===== src/rtl/multicycle_control.sv =====
// rtl/multicycle_control.sv - multicycle MIPS main control FSM; optional addi path under MC_ADDI_EN
module multicycle_control (
  input  logic       clk,
  input  logic       reset,
  input  logic [5:0] opcode,
  input  logic       mem_ready,
  output logic       PCWrite,
  output logic       PCWriteCond,
  output logic       IorD,
  output logic       MemRead,
  output logic       MemWrite,
  output logic       MemtoReg,
  output logic       IRWrite,
  output logic       RegWrite,
  output logic       RegDst,
  output logic       ALUSrcA,
  output logic [1:0] ALUSrcB,
  output logic [1:0] ALUOp,
  output logic [1:0] PCSource,
  output logic       illegal,
  output logic [3:0] state
);

  localparam logic [3:0] S_IDLE   = 4'd0;
  localparam logic [3:0] S_FETCH  = 4'd1;
  localparam logic [3:0] S_DECODE = 4'd2;
  localparam logic [3:0] S_MEMADR = 4'd3;
  localparam logic [3:0] S_MEMRD  = 4'd4;
  localparam logic [3:0] S_MEMWB  = 4'd5;
  localparam logic [3:0] S_MEMWR  = 4'd6;
  localparam logic [3:0] S_EXEC   = 4'd7;
  localparam logic [3:0] S_RWB    = 4'd8;
  localparam logic [3:0] S_BRANCH = 4'd9;
  localparam logic [3:0] S_JUMP   = 4'd10;
  localparam logic [3:0] S_ADDIEX = 4'd11;
  localparam logic [3:0] S_ADDIWB = 4'd12;

  localparam logic [5:0] OP_RTYPE = 6'd0;
  localparam logic [5:0] OP_J     = 6'd2;
  localparam logic [5:0] OP_BEQ   = 6'd4;
  localparam logic [5:0] OP_ADDI  = 6'd8;
  localparam logic [5:0] OP_LW    = 6'd35;
  localparam logic [5:0] OP_SW    = 6'd43;

`ifdef MC_ADDI_EN
  localparam logic ADDI_EN = 1'b1;
`else
  localparam logic ADDI_EN = 1'b0;
`endif

  logic [3:0] next_state;
  logic       legal_op;

  always_comb begin
    legal_op = 1'b0;
    case (opcode)
      OP_RTYPE, OP_J, OP_BEQ, OP_LW, OP_SW: legal_op = 1'b1;
      OP_ADDI:                              legal_op = ADDI_EN;
      default:                              legal_op = 1'b0;
    endcase
  end

  always_comb begin
    next_state = S_IDLE;
    case (state)
      S_IDLE:   next_state = S_FETCH;
      S_FETCH:  next_state = mem_ready ? S_DECODE : S_FETCH;
      S_DECODE: begin
        case (opcode)
          OP_LW, OP_SW: next_state = S_MEMADR;
          OP_RTYPE:     next_state = S_EXEC;
          OP_BEQ:       next_state = S_BRANCH;
          OP_J:         next_state = S_JUMP;
          OP_ADDI:      next_state = ADDI_EN ? S_ADDIEX : S_FETCH;
          default:      next_state = S_FETCH;
        endcase
      end
      S_MEMADR: begin
        if (opcode == OP_LW)      next_state = S_MEMRD;
        else if (opcode == OP_SW) next_state = S_MEMWR;
        else                      next_state = S_FETCH;
      end
      S_MEMRD:  next_state = mem_ready ? S_MEMWB : S_MEMRD;
      S_MEMWR:  next_state = mem_ready ? S_FETCH : S_MEMWR;
      S_EXEC:   next_state = S_RWB;
      S_MEMWB, S_RWB, S_BRANCH, S_JUMP: next_state = S_FETCH;
      // Without the addi path, encodings 11/12 behave like any unused code.
      S_ADDIEX: next_state = ADDI_EN ? S_ADDIWB : S_IDLE;
      S_ADDIWB: next_state = ADDI_EN ? S_FETCH : S_IDLE;
      default:  next_state = S_IDLE;
    endcase
  end

  always_ff @(posedge clk or posedge reset) begin
    if (reset) state <= S_IDLE;
    else       state <= next_state;
  end

  always_comb begin
    PCWrite     = 1'b0;
    PCWriteCond = 1'b0;
    IorD        = 1'b0;
    MemRead     = 1'b0;
    MemWrite    = 1'b0;
    MemtoReg    = 1'b0;
    IRWrite     = 1'b0;
    RegWrite    = 1'b0;
    RegDst      = 1'b0;
    ALUSrcA     = 1'b0;
    ALUSrcB     = 2'b00;
    ALUOp       = 2'b00;
    PCSource    = 2'b00;
    illegal     = 1'b0;
    case (state)
      S_FETCH: begin
        MemRead = 1'b1;
        ALUSrcB = 2'b01;
        // PC and IR only latch once the fetch actually returns data.
        IRWrite = mem_ready;
        PCWrite = mem_ready;
      end
      S_DECODE: begin
        ALUSrcB = 2'b11;
        illegal = ~legal_op;
      end
      S_MEMADR: begin
        ALUSrcA = 1'b1;
        ALUSrcB = 2'b10;
      end
      S_MEMRD: begin
        MemRead = 1'b1;
        IorD    = 1'b1;
      end
      S_MEMWR: begin
        MemWrite = 1'b1;
        IorD     = 1'b1;
      end
      S_MEMWB: begin
        MemtoReg = 1'b1;
        RegWrite = 1'b1;
      end
      S_EXEC: begin
        ALUSrcA = 1'b1;
        ALUOp   = 2'b10;
      end
      S_RWB: begin
        RegDst   = 1'b1;
        RegWrite = 1'b1;
      end
      S_BRANCH: begin
        ALUSrcA     = 1'b1;
        ALUOp       = 2'b01;
        PCWriteCond = 1'b1;
        PCSource    = 2'b01;
      end
      S_JUMP: begin
        PCWrite  = 1'b1;
        PCSource = 2'b10;
      end
      S_ADDIEX: begin
        ALUSrcA = ADDI_EN;
        ALUSrcB = ADDI_EN ? 2'b10 : 2'b00;
      end
      S_ADDIWB: RegWrite = ADDI_EN;
      default: ;
    endcase
  end

endmodule


===== config.mk =====
export PLATFORM = sky130hd
export DESIGN_NAME = multicycle_control
export DESIGN_NICKNAME = d
export VERILOG_FILES = /design/src/rtl/multicycle_control.sv
export SDC_FILE = /design/constraint.sdc
export NUM_CORES = 1
export LEC_CHECK = 0
export ABC_AREA = 1
export BUFFER_PORTS_ARGS = -buffer_cell sky130_fd_sc_hd__buf_2
export CORE_MARGIN = 4
export CORE_UTILIZATION = 30
export DETAILED_ROUTE_END_ITERATION = 8
export PLACE_DENSITY = 0.66
export SYNTH_ARGS = -nofsm -noshare
export SYNTH_HDL_FRONTEND = slang
export SYNTH_SLANG_ARGS = --single-unit

===== constraint.sdc =====
create_clock -name clk -period 1.8 [get_ports clk]
set_clock_uncertainty 0.05 [all_clocks]
set_input_delay 0.45 -clock clk [delete_from_list [all_inputs] [get_ports clk]]
set_output_delay 0.45 -clock clk [all_outputs]
set_load 0.05 [all_outputs]

Word level (Yosys, flattened, before mapping):

Cells that the tools add are included.
W data, S select, Z words.

* register bits after elaboration: 4
* word-level logic and storage cells: 47

* mux-type cells: 22
* equal/unequal tests: 14
* reductions and logical operators: 9
* bitwise logic cells: 1

Operators with widths (number)
* $pmux W4 S7: 1
* $eq A4 B3 Y1 const B: 4
* $pmux W4 S4: 1
* $eq A4 B4 Y1 const B: 3
* $eq A6 B6 Y1 const B: 2
* $mux W1: 12
* $reduce_or A5 Y1: 2
* $mux W3: 3
* $eq A4 B2 Y1 const B: 2
* $pmux W2 S2: 2
* $reduce_or A2 Y1: 4
* $eq A6 B2 Y1 const B: 1
* $eq A6 B3 Y1 const B: 1
* $logic_not A6 Y1: 1
* $pmux W2 S3: 1
* $eq A4 B1 Y1 const B: 1
* $logic_not A4 Y1: 1
* $reduce_or A3 Y1: 1
* $mux W2: 1
* $pmux W1 S2: 1
* $not A1 Y1: 1

Logic depth before layout (Yosys ltp):

Gate-level depths: netlist of the first run.

* word-level depth: 5
* mapped depth: 7
* gate-level depth less buffers: 7

Worst setup path after synthesis of the first run:

OpenSTA, ideal clock, no wires.

* kind: register to output
* start: register state[0]
* end: output RegWrite
* data arrival time: 2114 ps
* stages on the path, launching flop included: 4
* path buffers: 0
* data required time: 1300 ps
* path slack: -814 ps
* cell sequence: dfrtp_1 -> nand2_1 -> nor2_1 -> or2_1

* word-level cells in the longest chain between the ends: 3
* elaborated cells between the ends (all ways): 4
* classes of those cells: eq/ne (2); mux (1); reduce/logical (1)

Ends and longest elaborated chain
* start, declared: line 21 `output logic [3:0] state`
* start signal, assigned: line 96 `else state <= next_state;`
* $eq A4 B4 Y1 / $eq A4 B3 Y1 (equally long branches): line 114 `case (state)`
* $reduce_or A2 Y1 (no source line) (*)
* $mux W1 (*): line 114
* end, declared: line 14 `output logic RegWrite,`

Every way passes the cells marked *; elsewhere a longest branch is shown, timed or not.

Final worst setup path of the first run:

* start: register state[3]
* end: output PCWrite

* word-level cells in the longest chain between the ends: 2
* elaborated cells between the ends (all ways): 3
* classes of those cells: eq/ne (2); mux (1)

Ends and longest elaborated chain
* $eq A4 B4 Y1 / $eq A4 B1 Y1 (equally long branches): line 114
* $pmux W1 S2 (*): line 114
* end, declared: line 7 `output logic PCWrite,`

Marked as above.

==> out/metrics.cfg, run 1 <==
[yosys]
ys_seq_area_share_pct=22.3
synth-edff-count=0
synth_cell_types=17
async_reset_ff_share_pct=100
ys.flop_type=dfrtp_1
syn_area_per_cell_um2=5.40
postSynthCellCount=83
ys_ff_latch=4
syn_area_um2=448
synth_warnings=0
synth_fp_nets=92

[worst_setup_path]
worstSetupPathType=flip-flop to primary output
worstPathRequired_ns=1.30
endpoint_kind=primary output
critPathMaxStageDelay_ns=0.46
cp_slowest_cell=dfrtp_2
crit_path_cell_trace=nor2_2 > nand4_1 > o21ai_2 > buf_6
crit_arrival_ns=1.34
worstRegToRegCells=6
reg2reg_slack_ns=0.47
crit_fanout=5
r2r-start=state[3]
worstSetupStartpointType=flip-flop
reg2reg_to=state[2]

[global_route]
track_usage_pct=16.0
grt_pass1_wl_mm=2.50
overflow=0
grt_max_degree=9
grt_pass1_vias=625
antenna_found_initial=0

[place]
place.gp.congestion=0.803
placed_cell_area_um2=724
port_buffers=29
dp.final_hpwl_mm=1.18

[layout]
nets=139
drive_gt1_share_pct=61.7
largest_register_ffs=4
diodes=0
reg.largest.list=state (4)
regMostFlops=state
postLayoutCellArea_um2=941
synthToLayoutAreaGrowth_pct=110

[timing]
setup-tns-final_ns=-0.115
slew_violations=0
period_share_pct=102
fin_crit_ns=1.84
hold_viol=0
timing.fmax_mhz=542
whs_ns=0.0366
setup_viol_count_final=4
maxSlewHeadroom_pct=83.9
tightestPinTransition_ns=0.239
rsz0062_at_grt=true
setup_slack_ns=-0.0443

[status]
outcome=complete, but fails checks
violations=negative setup slack

[routing]
detail_route.wirelength_mm=1.71
drtPass1Iterations=4
drc=0
wl_per_cell_um=11.9
drt_iter0_markers=7
vias_per_cell=4.87
via_count=697
postRouteAntennaNets=0

[floorplanning]
die_w_um=46.6
row_count=13
start_util_pct=33.2
core-area_um2=1350
die_y_um=46.6
die_area_um2=2180
io_pins=30

[pwr]
powerDensity_nw_per_um2=1320
power_mw=1.25
p_leak_nw=0.500
irDropWorstVdd_v=0.000762

[clock_network]
tritoncts=yes
worstSkewPairLatency_ns=0.23
clk_pin_slew_worst_paths_ns=0.04
clk_path_buf_depth=2
h-tree-depth=1
cts_sinks=4
cts_inserted_buffers=3
root_buffer=clkbuf_4

[run]
cap_violations=0

[worst_hold_path]
hold_path.class=input port to asynchronous set/reset pin

## how the worst max path moves through the flow
stage	start	endpoint	slack, ns	cells after the start
3_3_place_gp	opcode[0]	illegal	0.03	7
6_report	state[3]	PCWrite	-0.04	4
2_1_floorplan	state[1]	RegWrite	-0.08	4
3_5_place_dp	opcode[0]	illegal	-0.008	7
4_1_cts	state[2]	RegWrite	-0.04	5
5_1_grt	state[2]	illegal	-0.11	6
## critical path, delay by kind of cell, from the launching register on
kind	cells	cell delay, ns
compound gates	1	0.12
flops	1	0.46
buf+inv	1	0.18
simple gates	2	0.36
## cell type report
| class | instances | area, µm² |
|---|---|---|
| sequential | 4 | 105 |
| inverter | 13 | 56.3 |
| timing repair buffer | 43 | 334 |
| clock buffer | 3 | 22.5 |
| tap | 15 | 18.8 |
| fill | 118 | 409 |
| multi-input combinational | 65 | 404 |
## cells in the final DEF, fill, tap and decap left out
master,netlist,routed
nand2_1,17,13
or2_4,0,1
o22ai_2,0,1
nand2_2,3,2
buf_4,1,19
o21ai_0,3,1
nor2_4,0,5
buf_2,0,12
buf_6,0,9
inv_2,1,2
inv_1,12,8
o211ai_1,1,1
dfrtp_2,0,4
clkbuf_4,0,5
nor2_1,24,14
nand3_2,0,1
nor2_2,1,6
nand3_1,8,7
a21oi_1,1,1
o21ai_2,0,2
nor3_4,0,1
nor3_1,2,2
buf_8,0,1
inv_4,0,3
nand4_1,2,2
nand2_4,0,5
## per-layer routing
layer,routed length (µm),track usage [%]
met1,664,18.8
met5,0,0
met2,926,28.0
met3,117,1.95
met4,0,7.73
## report_power, final
part | switching [mW] | leakage (nW) | internal [mW]
clock | 0.0320 | 0.0138 | 0.0742
sequential | 0.0406 | 0.0465 | 0.115
combinational | 0.641 | 0.439 | 0.342
## cell usage after synthesis, types with 2 or more instances
cell type / count / share of area (%)
dfrtp_1: 4 / 22
o21ai_0: 3 / 3.4
nand2_1: 17 / 14
nand4_1: 2 / 2.8
nand3_1: 8 / 8.9
nor2_1: 24 / 20
nor3_1: 2 / 2.2
nand2_2: 3 / 4.2
inv_1: 12 / 10
## per-stage QoR
stage	utilization, %	setup slack, ns	std cells
6_report	69.7	-0.0443	143
3_5_place_dp	53.7	-0.00812	132
5_1_grt	69.7	-0.105	143
3_3_place_gp	53.7	0.0271	132
4_1_cts	61.9	-0.0445	139
2_1_floorplan	-	-0.0822	83
## cells by family (layout without fill, tap and decap cells)
logic type             count (synthesis)  after routing  share of synthesized area (%)
flip-flops                             4              4                           22.3
buffers and inverters                 14             59                           12.6
AO/OA/AOI/OAI                          6              6                           7.54
AND/OR/NAND/NOR                       59             59                           57.5
## timing repair
item / 4_1_cts / 5_1_grt
gates resized for setup: 19 / 28
hold buffers: 0 / 0
buffers inserted: 4 / 4
endpoints found under the setup margin: 12 / 17
pin swaps: 4 / 4
(Power assumes the default switching activity.)
==> run 2, diff against run 1 <==
- SETUP_SLACK_MARGIN: unset -> 0.05
==> run 2 against run 1 <==
Effect of this change:
- the run still ends with negative setup slack left
- combinational power is 3.6% lower
- global-route usage is 0.39 points higher
- critical path depth is 1 higher
- routed wire length is 6.1% lower
==> out/metrics.cfg, run 2 (synthesis gave the netlist of run 1 again) <==
[layout]
drive_gt1_share_pct=61.4  ; -0.30 points
seq_area_um2=105  ; unchanged
utilization_pct=71.3  ; +1.6 points
nets=138  ; -0.72%
regMostFlops=state
reg.largest.list=state (4)
multi_input_area_um2=407  ; +0.62%
diodes=0  ; unchanged
synthToLayoutAreaGrowth_pct=115
largest_register_ffs=4  ; unchanged
instances_no_fill=142  ; -0.70%
n_fill_cell=114  ; -3.4%
final_cell_mix=14 x nor2_1, 14 x buf_6, 14 x buf_4

[worst_setup_path]
crit_path_cell_trace=inv_4 > nand2_4 > nor2_4 > or2_4 > buf_8
crit_fanout=6  ; +1
worstSetupStartpointType=flip-flop
worstSetupPathType=flip-flop to primary output
worstPathRequired_ns=1.30  ; about the same
cp_slowest_cell=dfrtp_2
critPathMaxStageDelay_ns=0.43  ; -0.03 ns
endpoint_kind=primary output
worst-path-buf-inv=2  ; +1
cp_top_family=simple AND/OR/NAND/NOR gates
crit_arrival_ns=1.33  ; about the same

[pwr]
power.switching_uw=696  ; -2.4%
seq_power_share_pct=12.7  ; +0.2 points
irDropWorstVdd_v=0.000846  ; +11%
p_leak_nw=0.494  ; -1.1%
clkPwrFrac_pct=8.9  ; +0.4 points
p_int_uw=513  ; -3.4%
powerDensity_nw_per_um2=1260  ; -5.0%
swShare_pct=57.6  ; +0.26 points
comb_power_share_pct=78.4  ; -0.5 points
power_mw=1.21  ; -2.8%

[timing]
maxSlewHeadroom_pct=83.4  ; -0.59 points
hold_viol=0  ; unchanged
setup_slack_ns=-0.0295  ; +0.0148 ns
slew_violations=0  ; unchanged
fin_crit_ns=1.83  ; -0.0148 ns
whs_ns=0.0314  ; -0.00517 ns
rsz0062_at_grt=true
tightestPinTransition_ns=0.251  ; +0.0123 ns
setup_viol_count_final=5  ; +1
period_share_pct=102  ; -0.82 points
timing.fmax_mhz=547  ; +0.81%

[clock_network]
h-tree-depth=1  ; unchanged
worstSkewPairLatency_ns=0.23  ; about the same
tritoncts=yes
cts_inserted_buffers=3  ; unchanged
clk_path_buf_depth=2  ; unchanged
ctsHoldBuffers=0  ; unchanged
clk_pin_slew_worst_paths_ns=0.04  ; about the same
cts_sinks=4  ; unchanged
root_buffer=clkbuf_4

[routing]
drtPass1Iterations=4  ; unchanged
wl_per_cell_um=11.3  ; -5.5%
drc=0  ; unchanged
vias_per_cell=4.82  ; -1.0%
drt_iter0_markers=7  ; unchanged
detail_route.wirelength_mm=1.60  ; -6.1%
via_count=685  ; -1.7%
postRouteAntennaNets=0  ; unchanged

[floorplanning]
start_util_pct=33.2  ; unchanged
die_w_um=46.6  ; unchanged
die_area_um2=2180  ; unchanged
core-area_um2=1350  ; unchanged
row_count=13  ; unchanged
io_pins=30  ; unchanged
die_y_um=46.6  ; unchanged

[place]
dp.final_hpwl_mm=1.13  ; -4.2%
dpl.cell_count=132  ; unchanged
port_buffers=29  ; unchanged
place.gp.congestion=0.822  ; +2.5%
post-place-ws_ns=0.000734  ; +0.00886 ns

[global_route]
overflow=0  ; unchanged
antenna_found_initial=0  ; unchanged
grt_pass1_vias=621  ; -0.64%
top_usage_layer=met2
gr-usage-met1_pct=19.3  ; +0.47 points
met3_usage_pct=1.95  ; unchanged
met2_usage_pct=28.6  ; +0.55 points
grt_pass1_wl_mm=2.57  ; +2.8%
track_usage_pct=16.4  ; +0.39 points
grt_max_degree=9  ; unchanged

[worst_hold_path]
hold_path.class=input port to asynchronous set/reset pin

[run]
cap_violations=0  ; unchanged

[status]
violations=negative setup slack
outcome=complete, but fails checks

==> run 2: cell count changes in the layout (fill, tap and decap cells not counted) <==
cell      before  now
nand2_4        5    4
o21ai_4        0    1
buf_4         19   14
nand2_2        2    3
buf_6          9   14
buf_8          1    2
clkbuf_4       5    3
o21ai_2        2    1
==> run 2: area by class of cell <==
class                      instances  area share [%]
sequential                         4            10.9
clock buffer                       3            2.34
tap                               15            1.95
timing repair buffer              42            36.7
inverter                          13            5.85
multi-input combinational         65            42.3
==> run 2: what timing repair did <==
action	in CTS	in global routing
resized for setup	35	12
pin swaps	7	2
endpoints found under the hold margin	0	0
setup buffers	5	2
setup endpoints to repair	17	17
==> run 2: worst reg2reg max path, cell delays in order (launching register included) <==
cell	delay, ns
dfrtp_2	0.45
nor2_2	0.18
nand4_1	0.17
buf_4	0.19
nand2_1	0.06
inv_1	0.04
nand3_1	0.07
==> run 2: worst paths after layout <==
| path | end | cells past startpoint | start | slack (ns) |
|---|---|---|---|---|
| max in group asynchronous | state[0] | 2 | reset | 1.51 |
| min in group clk | state[1] | 3 | opcode[3] | 0.50 |
| worst min-delay path | state[2] | 2 | reset | 0.03 |
| worst max-delay path | RegWrite | 5 | state[2] | -0.03 |
| worst min register to register | state[3] | 2 | state[1] | 0.70 |
| worst max register to register | state[1] | 6 | state[3] | 0.52 |
==> run 2: power groups by stage <==
stage	combinational (mW)	clock [mW]	sequential (mW)
after global placement	0.747	0	0.158
after global routing	1.00	0.123	0.161
after detailed placement	0.748	0	0.158
final	0.948	0.108	0.154
after floorplan	0.529	0	0.222
after CTS	0.921	0.113	0.146
==> run 2: metrics by stage <==
| stage | setup TNS (ns) | instance area (µm²) |
|---|---|---|
| 5_1_grt | -0.489 | 962 |
| 4_1_cts | -0.0773 | 908 |
| 6_report | -0.0809 | 962 |
| 3_5_place_dp | 0 | 734 |
| 2_1_floorplan | -0.198 | 537 |
| 3_3_place_gp | 0 | 734 |
==> run 2: per-layer routing <==
metal  part of all wire [%]  routed length, µm
met3                    4.8                 77
met2                     52                828
met1                     41                658
met4                    2.4                 39
met5                      0                  0
